$ cat src/rtl/uart_transmitter_cfg.sv
// UART transmitter with runtime frame format (5..MAX_DATA_BITS data bits, parity, 1/2 stop bits)
// and a small TX FIFO with a valid/ready push interface; bit timing comes from sck_rising_edge.
module uart_transmitter_cfg #(
    parameter int MAX_DATA_BITS = 9,
    parameter int FIFO_DEPTH    = 4,
    parameter int DBW           = $clog2(MAX_DATA_BITS + 1),
    parameter int LW            = $clog2(FIFO_DEPTH + 1)
) (
    input  logic                     clk,
    input  logic                     rst_n,
    input  logic                     sck_rising_edge,
    input  logic                     tx_data_valid,
    input  logic [MAX_DATA_BITS-1:0] tx_data,
    output logic                     tx_ready,
    input  logic [DBW-1:0]           data_bits,
    input  logic [1:0]               parity_mode,
    input  logic                     stop_bits,
    output logic                     sout,
    output logic                     busy,
    output logic [LW-1:0]            fifo_level,
    output logic                     tx_done
);

    localparam int PW = LW - 1;

    localparam logic [2:0] IDLE   = 3'd0;
    localparam logic [2:0] START  = 3'd1;
    localparam logic [2:0] DATA   = 3'd2;
    localparam logic [2:0] PARITY = 3'd3;
    localparam logic [2:0] STOP   = 3'd4;

    logic [MAX_DATA_BITS-1:0] r_mem [FIFO_DEPTH];
    logic [PW-1:0]            r_wrPtr;
    logic [PW-1:0]            r_rdPtr;
    logic [LW-1:0]            r_level;
    logic                     r_txReady;

    logic [2:0]               r_state;
    logic                     r_sout;
    logic                     r_txDone;
    logic [MAX_DATA_BITS-1:0] r_shift;
    logic [DBW-1:0]           r_nBits;
    logic [DBW-1:0]           r_bitCnt;
    logic                     r_parEn;
    logic                     r_parOdd;
    logic                     r_parAcc;
    logic                     r_twoStop;
    logic                     r_stopCnt;

    logic                     w_push;
    logic                     w_pop;
    logic                     w_lastStop;
    logic [LW-1:0]            w_levelNext;
    logic [DBW-1:0]           w_nBits;

    assign w_push      = tx_data_valid && r_txReady;
    assign w_lastStop  = !r_twoStop || r_stopCnt;
    // A pop only happens on a bit pulse, either from IDLE or at the end of the final stop bit
    assign w_pop       = sck_rising_edge && (r_level != '0) &&
                         ((r_state == IDLE) || ((r_state == STOP) && w_lastStop));
    assign w_levelNext = r_level + LW'(w_push) - LW'(w_pop);

    always_comb begin
        w_nBits = data_bits;
        if (data_bits < DBW'(5))
            w_nBits = DBW'(5);
        else if (data_bits > DBW'(MAX_DATA_BITS))
            w_nBits = DBW'(MAX_DATA_BITS);
    end

    always_ff @(posedge clk) begin
        if (w_push)
            r_mem[r_wrPtr] <= tx_data;
    end

    always_ff @(posedge clk or negedge rst_n) begin
        if (!rst_n) begin
            r_wrPtr   <= '0;
            r_rdPtr   <= '0;
            r_level   <= '0;
            r_txReady <= 1'b1;
        end else begin
            if (w_push)
                r_wrPtr <= r_wrPtr + PW'(1);
            if (w_pop)
                r_rdPtr <= r_rdPtr + PW'(1);
            r_level   <= w_levelNext;
            r_txReady <= (w_levelNext != LW'(FIFO_DEPTH));
        end
    end

    always_ff @(posedge clk or negedge rst_n) begin
        if (!rst_n) begin
            r_state   <= IDLE;
            r_sout    <= 1'b1;
            r_txDone  <= 1'b0;
            r_shift   <= '0;
            r_nBits   <= DBW'(5);
            r_bitCnt  <= '0;
            r_parEn   <= 1'b0;
            r_parOdd  <= 1'b0;
            r_parAcc  <= 1'b0;
            r_twoStop <= 1'b0;
            r_stopCnt <= 1'b0;
        end else begin
            r_txDone <= 1'b0;
            // The frame format is captured with the character so later config writes cannot disturb it
            if (w_pop) begin
                r_shift   <= r_mem[r_rdPtr];
                r_nBits   <= w_nBits;
                r_parEn   <= (parity_mode == 2'd1) || (parity_mode == 2'd2);
                r_parOdd  <= (parity_mode == 2'd2);
                r_twoStop <= stop_bits;
            end
            if (sck_rising_edge) begin
                case (r_state)
                    IDLE: begin
                        if (w_pop) begin
                            r_sout  <= 1'b0;
                            r_state <= START;
                        end
                    end
                    START: begin
                        r_sout   <= r_shift[0];
                        r_parAcc <= r_shift[0];
                        r_bitCnt <= '0;
                        r_state  <= DATA;
                    end
                    DATA: begin
                        if (r_bitCnt == r_nBits - DBW'(1)) begin
                            r_stopCnt <= 1'b0;
                            if (r_parEn) begin
                                r_sout  <= r_parAcc ^ r_parOdd;
                                r_state <= PARITY;
                            end else begin
                                r_sout  <= 1'b1;
                                r_state <= STOP;
                            end
                        end else begin
                            r_sout   <= r_shift[1];
                            r_parAcc <= r_parAcc ^ r_shift[1];
                            r_shift  <= r_shift >> 1;
                            r_bitCnt <= r_bitCnt + DBW'(1);
                        end
                    end
                    PARITY: begin
                        r_sout    <= 1'b1;
                        r_stopCnt <= 1'b0;
                        r_state   <= STOP;
                    end
                    STOP: begin
                        if (!w_lastStop) begin
                            r_stopCnt <= 1'b1;
                        end else begin
                            r_txDone <= 1'b1;
                            if (w_pop) begin
                                r_sout  <= 1'b0;
                                r_state <= START;
                            end else begin
                                r_sout  <= 1'b1;
                                r_state <= IDLE;
                            end
                        end
                    end
                    default: begin
                        r_sout  <= 1'b1;
                        r_state <= IDLE;
                    end
                endcase
            end
        end
    end

    assign tx_ready   = r_txReady;
    assign fifo_level = r_level;
    assign sout       = r_sout;
    assign tx_done    = r_txDone;
    assign busy       = (r_level != '0) || (r_state != IDLE);

endmodule

$ cat config.mk
export PLATFORM = sky130hd
export DESIGN_NAME = uart_transmitter_cfg
export DESIGN_NICKNAME = d
export VERILOG_FILES = /design/src/rtl/uart_transmitter_cfg.sv
export SDC_FILE = /design/constraint.sdc
export NUM_CORES = 1
export LEC_CHECK = 0
export ABC_AREA = 1
export CORE_UTILIZATION = 55
export DETAILED_ROUTE_END_ITERATION = 6
export GPL_TIMING_DRIVEN = 1
export HOLD_SLACK_MARGIN = 0.02
export PLACE_DENSITY_LB_ADDON = 0.2
export SYNTH_ARGS = -nofsm -noshare
export SYNTH_HDL_FRONTEND = slang
export SYNTH_SLANG_ARGS = --single-unit
$ cat constraint.sdc
create_clock -name clk -period 3.1 [get_ports clk]
set_input_delay 0.31 -clock clk [delete_from_list [all_inputs] [get_ports clk]]
set_output_delay 0.31 -clock clk [all_outputs]
set_load 0.02 [all_outputs]
# == Word level (Yosys, flattened, before mapping) ==
# Memories as Yosys holds them, arrays and structs flattened.
# Cells that the tools add are included.
# totals
out_inout_bits,7
memories,1
input_bits,20
ff_bits,35
word_cells,87
mem_bits_rw,36
# op_classes
magnitude_cmp,2
n_reduce_logical,18
n_bitwise,2
addsub,6
mux,30
n_eq_ne,13
# mem_list
name,depth,word_bits,rd,rd_ports_with_merged_regs,wr,line_no,source
r_mem,4,9,1,0,1,32,logic [MAX_DATA_BITS-1:0] r_mem [FIFO_DEPTH];
# op_table
cell,count
9-bit two-way mux,4
3-bit one-hot mux with 5 select lines,1
1-bit two-way mux,14
3-bit two-way mux,4
4-bit two-way mux,3
"2-bit inequality test, second input constant",5
3-bit nonzero test,3
4-bit one-hot mux with 2 select lines,1
4-bit AND reduction,2
"3-bit by 2-bit equality test with 1-bit output, second input constant",2
3-bit AND reduction,2
"2-bit by 1-bit adder with 2-bit output, second input constant",2
"4-bit by 1-bit adder with 4-bit output, second input constant",1
4-bit equality test,1
"4-bit greater-than comparator, second input constant",1
1-bit logical AND,4
1-bit logical OR,4
"4-bit by 3-bit less-than comparator with 1-bit output, second input constant",1
1-bit one-hot mux with 4 select lines,1
"4-bit by 1-bit subtractor with 4-bit output, second input constant",1
3-bit by 1-bit adder with 3-bit output,1
"3-bit by 1-bit equality test with 1-bit output, second input constant",1
"3-bit equality test, second input constant",1
3-bit logical NOT,1
9 further kinds,10

# == Logic depth before layout (Yosys ltp) ==
# logic_depth
word_depth,9
depth_mapped,12
ltp_nobuf,12

# == Worst setup path before layout ==
# No wires, ideal clock.
# synth_path
path_type,register to register
from,"reg r_level[1], in the netlist fifo_level[1]"
to,"reg r_txReady, in the netlist tx_ready"
t_required_ns,3.018
n_path_buf,2
t_arrival_ns,2.173
setup_time_ns,0.082
path_stages_with_launch,13
setup_slack_ns,0.845
period_less_slack_ns,2.255
cell_sequence,dfrtp_1 nor2_1 nand2_1 nand2_1 nor2_4 buf_8 buf_12 ha_1 inv_1 ha_1 fa_1 xor2_1 nand2_1
# synth_between
elab_chain_cells,5
elab_cells_between_ends,6
cone_classes,add/sub: 2; eq/ne: 1; reduce/logical: 3
# synth_rtl
element,line_no,source
start: declaration,35,logic [LW-1:0] r_level;
start signal: assignment,87,r_level <= w_levelNext;
branches (longest 3 deep; another with 3-bit by 1-bit adder with 3-bit output),n/a,
3-bit by 1-bit subtractor with 3-bit output (*),61,assign w_levelNext = r_level + LW'(w_push) - LW'(w_pop);
via w_levelNext[2],53,logic [LW-1:0] w_levelNext;
3-bit inequality test (*),88,r_txReady <= (w_levelNext != LW'(FIFO_DEPTH));
end signal: assignment,88,
end: declaration,36,logic r_txReady;
# Mark *: on every way through the listed nets, which the timed path passes.
# A chain may end at the register's enable or synchronous reset.

# == Worst setup path in the final report ==
# Same ends and word-level chain as after synthesis.

==> reports/results.ini <==
[outcome]
status = complete, no violations

[drt]
drt_wl_total_um = 6120
vias_per_cell = 5.18
drc = 0
vias = 2353
first_pass_iters = 4
drtAntennaViolNets = 0
wl_per_cell_um = 13.5
dr.first_iter.drc_count = 113

[logic_synthesis]
ys_types = 36
yosys_warnings = 0
ys_seq_area_share_pct = 58.5
synth_flop_cell = edfxtp_1
syn_inst = 338
synth_top_area_share_pct = 32.3
yosysTopAreaCell = edfxtp_1
syn_area_um2 = 3350
syn_avg_cell_area_um2 = 9.92
ys_top_cells_by_area = edfxtp_1, dfrtp_1, nand2_1
synth_edf_count = 36
async_flop_share_pct = 49.3
ys_seq_elements = 71
syn_nets = 368

[sta]
finalCritPeriodShare_pct = 66.2
fin_worst_skew_ns = 0.00793
slew_viol_final = 0
finalSetupViolations = 0
rsz0062_at_grt = false
fin_ws_ns = 1.05
relSlewSlack_pct = 69.9
layout_min_cycle_time_ns = 2.05
tightest_slew_ns = 0.451
final.setup.tns_ns = 0
clock.fmax_mhz = 488
hold-worst-slack_ns = 0.392
hold_viol_final = 0

[worst_setup_path]
timing.critical_path.buf_inv = 1
cp_common_cell = nand2_1
path_depth = 10
r2r_cells = 10
arrival_ns = 2.32
crit_slowest_cell = dfrtp_1
path_class = flop to flop
crit_path_max_fanout = 4
start_kind = flop
worstPathCellList = nor2_1, nand2_1, nand2_1, nor2_4, ha_1, inv_1, ha_1, fa_1, xor2_1, nand2_1
required_ns = 3.37
cpPeakStageDelay_ns = 0.42
critPathCaptureType = flop
cpLargestDelayFamily = adder cells

[finish]
instances_no_fill = 454
final_layout_size_suffix_gt1_share_pct = 13.5
design_area_um2 = 3900
register_area_um2 = 1960
multiInputGateArea_um2 = 1150
layout_commonest_cell = nand2_1
final_nets = 404
insertedDiodeCount = 0
fillCellCount = 492
synthToLayoutAreaGrowth_pct = 16.5
mostFrequentLayoutCells = nand2_1, nor2_1, edfxtp_1

[placed_design]
dp_hpwl_um = 4220
place_ws_ns = 0.820
placedCellCount = 438
numPortBuffers = 26
routabilityCongestion = 0.814
placed_cell_area_um2 = 3680

[hold_path]
hold_class = input port to asynchronous set/reset pin

[floorplan]
die_area_um2 = 6410
core_um2 = 5890
num_rows = 28
io_pins = 27
dieHeight_um = 80.1
die_x_um = 80.1
start_util_pct = 57.0

[clock_tree]
cts_sinks = 71
clock_latency_ns = 0.34
clk_pin_slew_ns = 0.07
cts_root_buffer = clkbuf_8
hold_buffers = 0
cts_buffers = 9
max-clock-path-buffers = 2
htreeDepth = 3
cts_resized = 0
post_cts_buffers = 0
tritoncts = built

[pwr]
leakage_nw = 1.67
power_density_nw_per_um2 = 969
ir_drop_v = 0.000534

[global_route]
grt_pass1_wl_um = 10100
antenna_found_initial = 0
overflow = 0
track_usage_pct = 21.5
grt_pass1_vias = 2255
grt_max_degree = 36

[flow_run]
maxCapViolCount = 0

[path summary, 6_finish.rpt]
check                              start        end  slack [ns]
setup / recovery           fifo_level[1]   tx_ready        1.05
hold / removal                     rst_n  r_stopCnt        0.39
setup reg to reg           fifo_level[1]   tx_ready        1.05
hold reg to reg                r_stopCnt  r_stopCnt        0.48
max in group asynchronous          rst_n   tx_ready        2.37
min in group clk               r_stopCnt  r_stopCnt        0.48
[per-layer routing]
layer	vias to the layer above	wire length (um)	GRT usage (%)
li1	1183	-	-
met2	32	2990	35.8
met1	1129	2850	26.7
met4	0	106	10.4
met5	-	0	0
met3	9	172	4.55
[Yosys cell counts (4+ instances only)]
| master | n |
|---|---|
| dfrtp_1 | 31 |
| dfstp_2 | 4 |
| edfxtp_1 | 36 |
| ha_1 | 9 |
| inv_1 | 32 |
| inv_2 | 6 |
| nand2_1 | 70 |
| nand2_2 | 4 |
| nand3_1 | 11 |
| nor2_1 | 41 |
| nor2_2 | 4 |
| o21ai_0 | 27 |
| o21ai_1 | 17 |
| o22ai_1 | 9 |
| xor2_1 | 5 |
[where the power goes]
| part | internal (W) | switching (W) |
|---|---|---|
| registers | 0.00131 | 0.000192 |
| logic | 0.000563 | 0.000904 |
| clock network | 0.000471 | 0.000342 |
[final cells by class]
| cell class | instances | area share, % |
|---|---|---|
| flip-flops and latches | 71 | 50.3 |
| multi-input cells | 218 | 29.6 |
| repair buffers | 33 | 8.01 |
| inverters | 41 | 4.07 |
| clock buffers | 10 | 3.53 |
| well taps | 75 | 2.40 |
| clock inverters | 6 | 2.15 |
[kinds of logic after synthesis]
logic type / synth area share, %
buf+inv: 7.02
xor+xnor: 2.05
fa+ha+maj: 3.96
compound gates: 10.7
flops: 58.5
simple gates: 17.7
[registers in the layout, summed over array words and instances, names as in the netlist]
signal / flops
r_mem: 36
r_twoStop: 1
fifo_level: 3
r_rdPtr: 2
r_wrPtr: 2
r_parAcc: 1
tx_done: 1
r_parEn: 1
r_bitCnt: 4
r_parOdd: 1
sout: 1
r_stopCnt: 1
r_state: 3
tx_ready: 1
r_nBits: 4
r_shift: 9
[stage by stage]
step / total power [W] / util (%)
final: 0.00378 / 66.3
after detailed placement: 0.00300 / 62.6
after floorplan: 0.00262 / -
after CTS: 0.00382 / 66.3
after global routing: 0.00408 / 66.3
after global placement: 0.00294 / 62.6
Note: power is estimated with default switching activity, not from simulation.
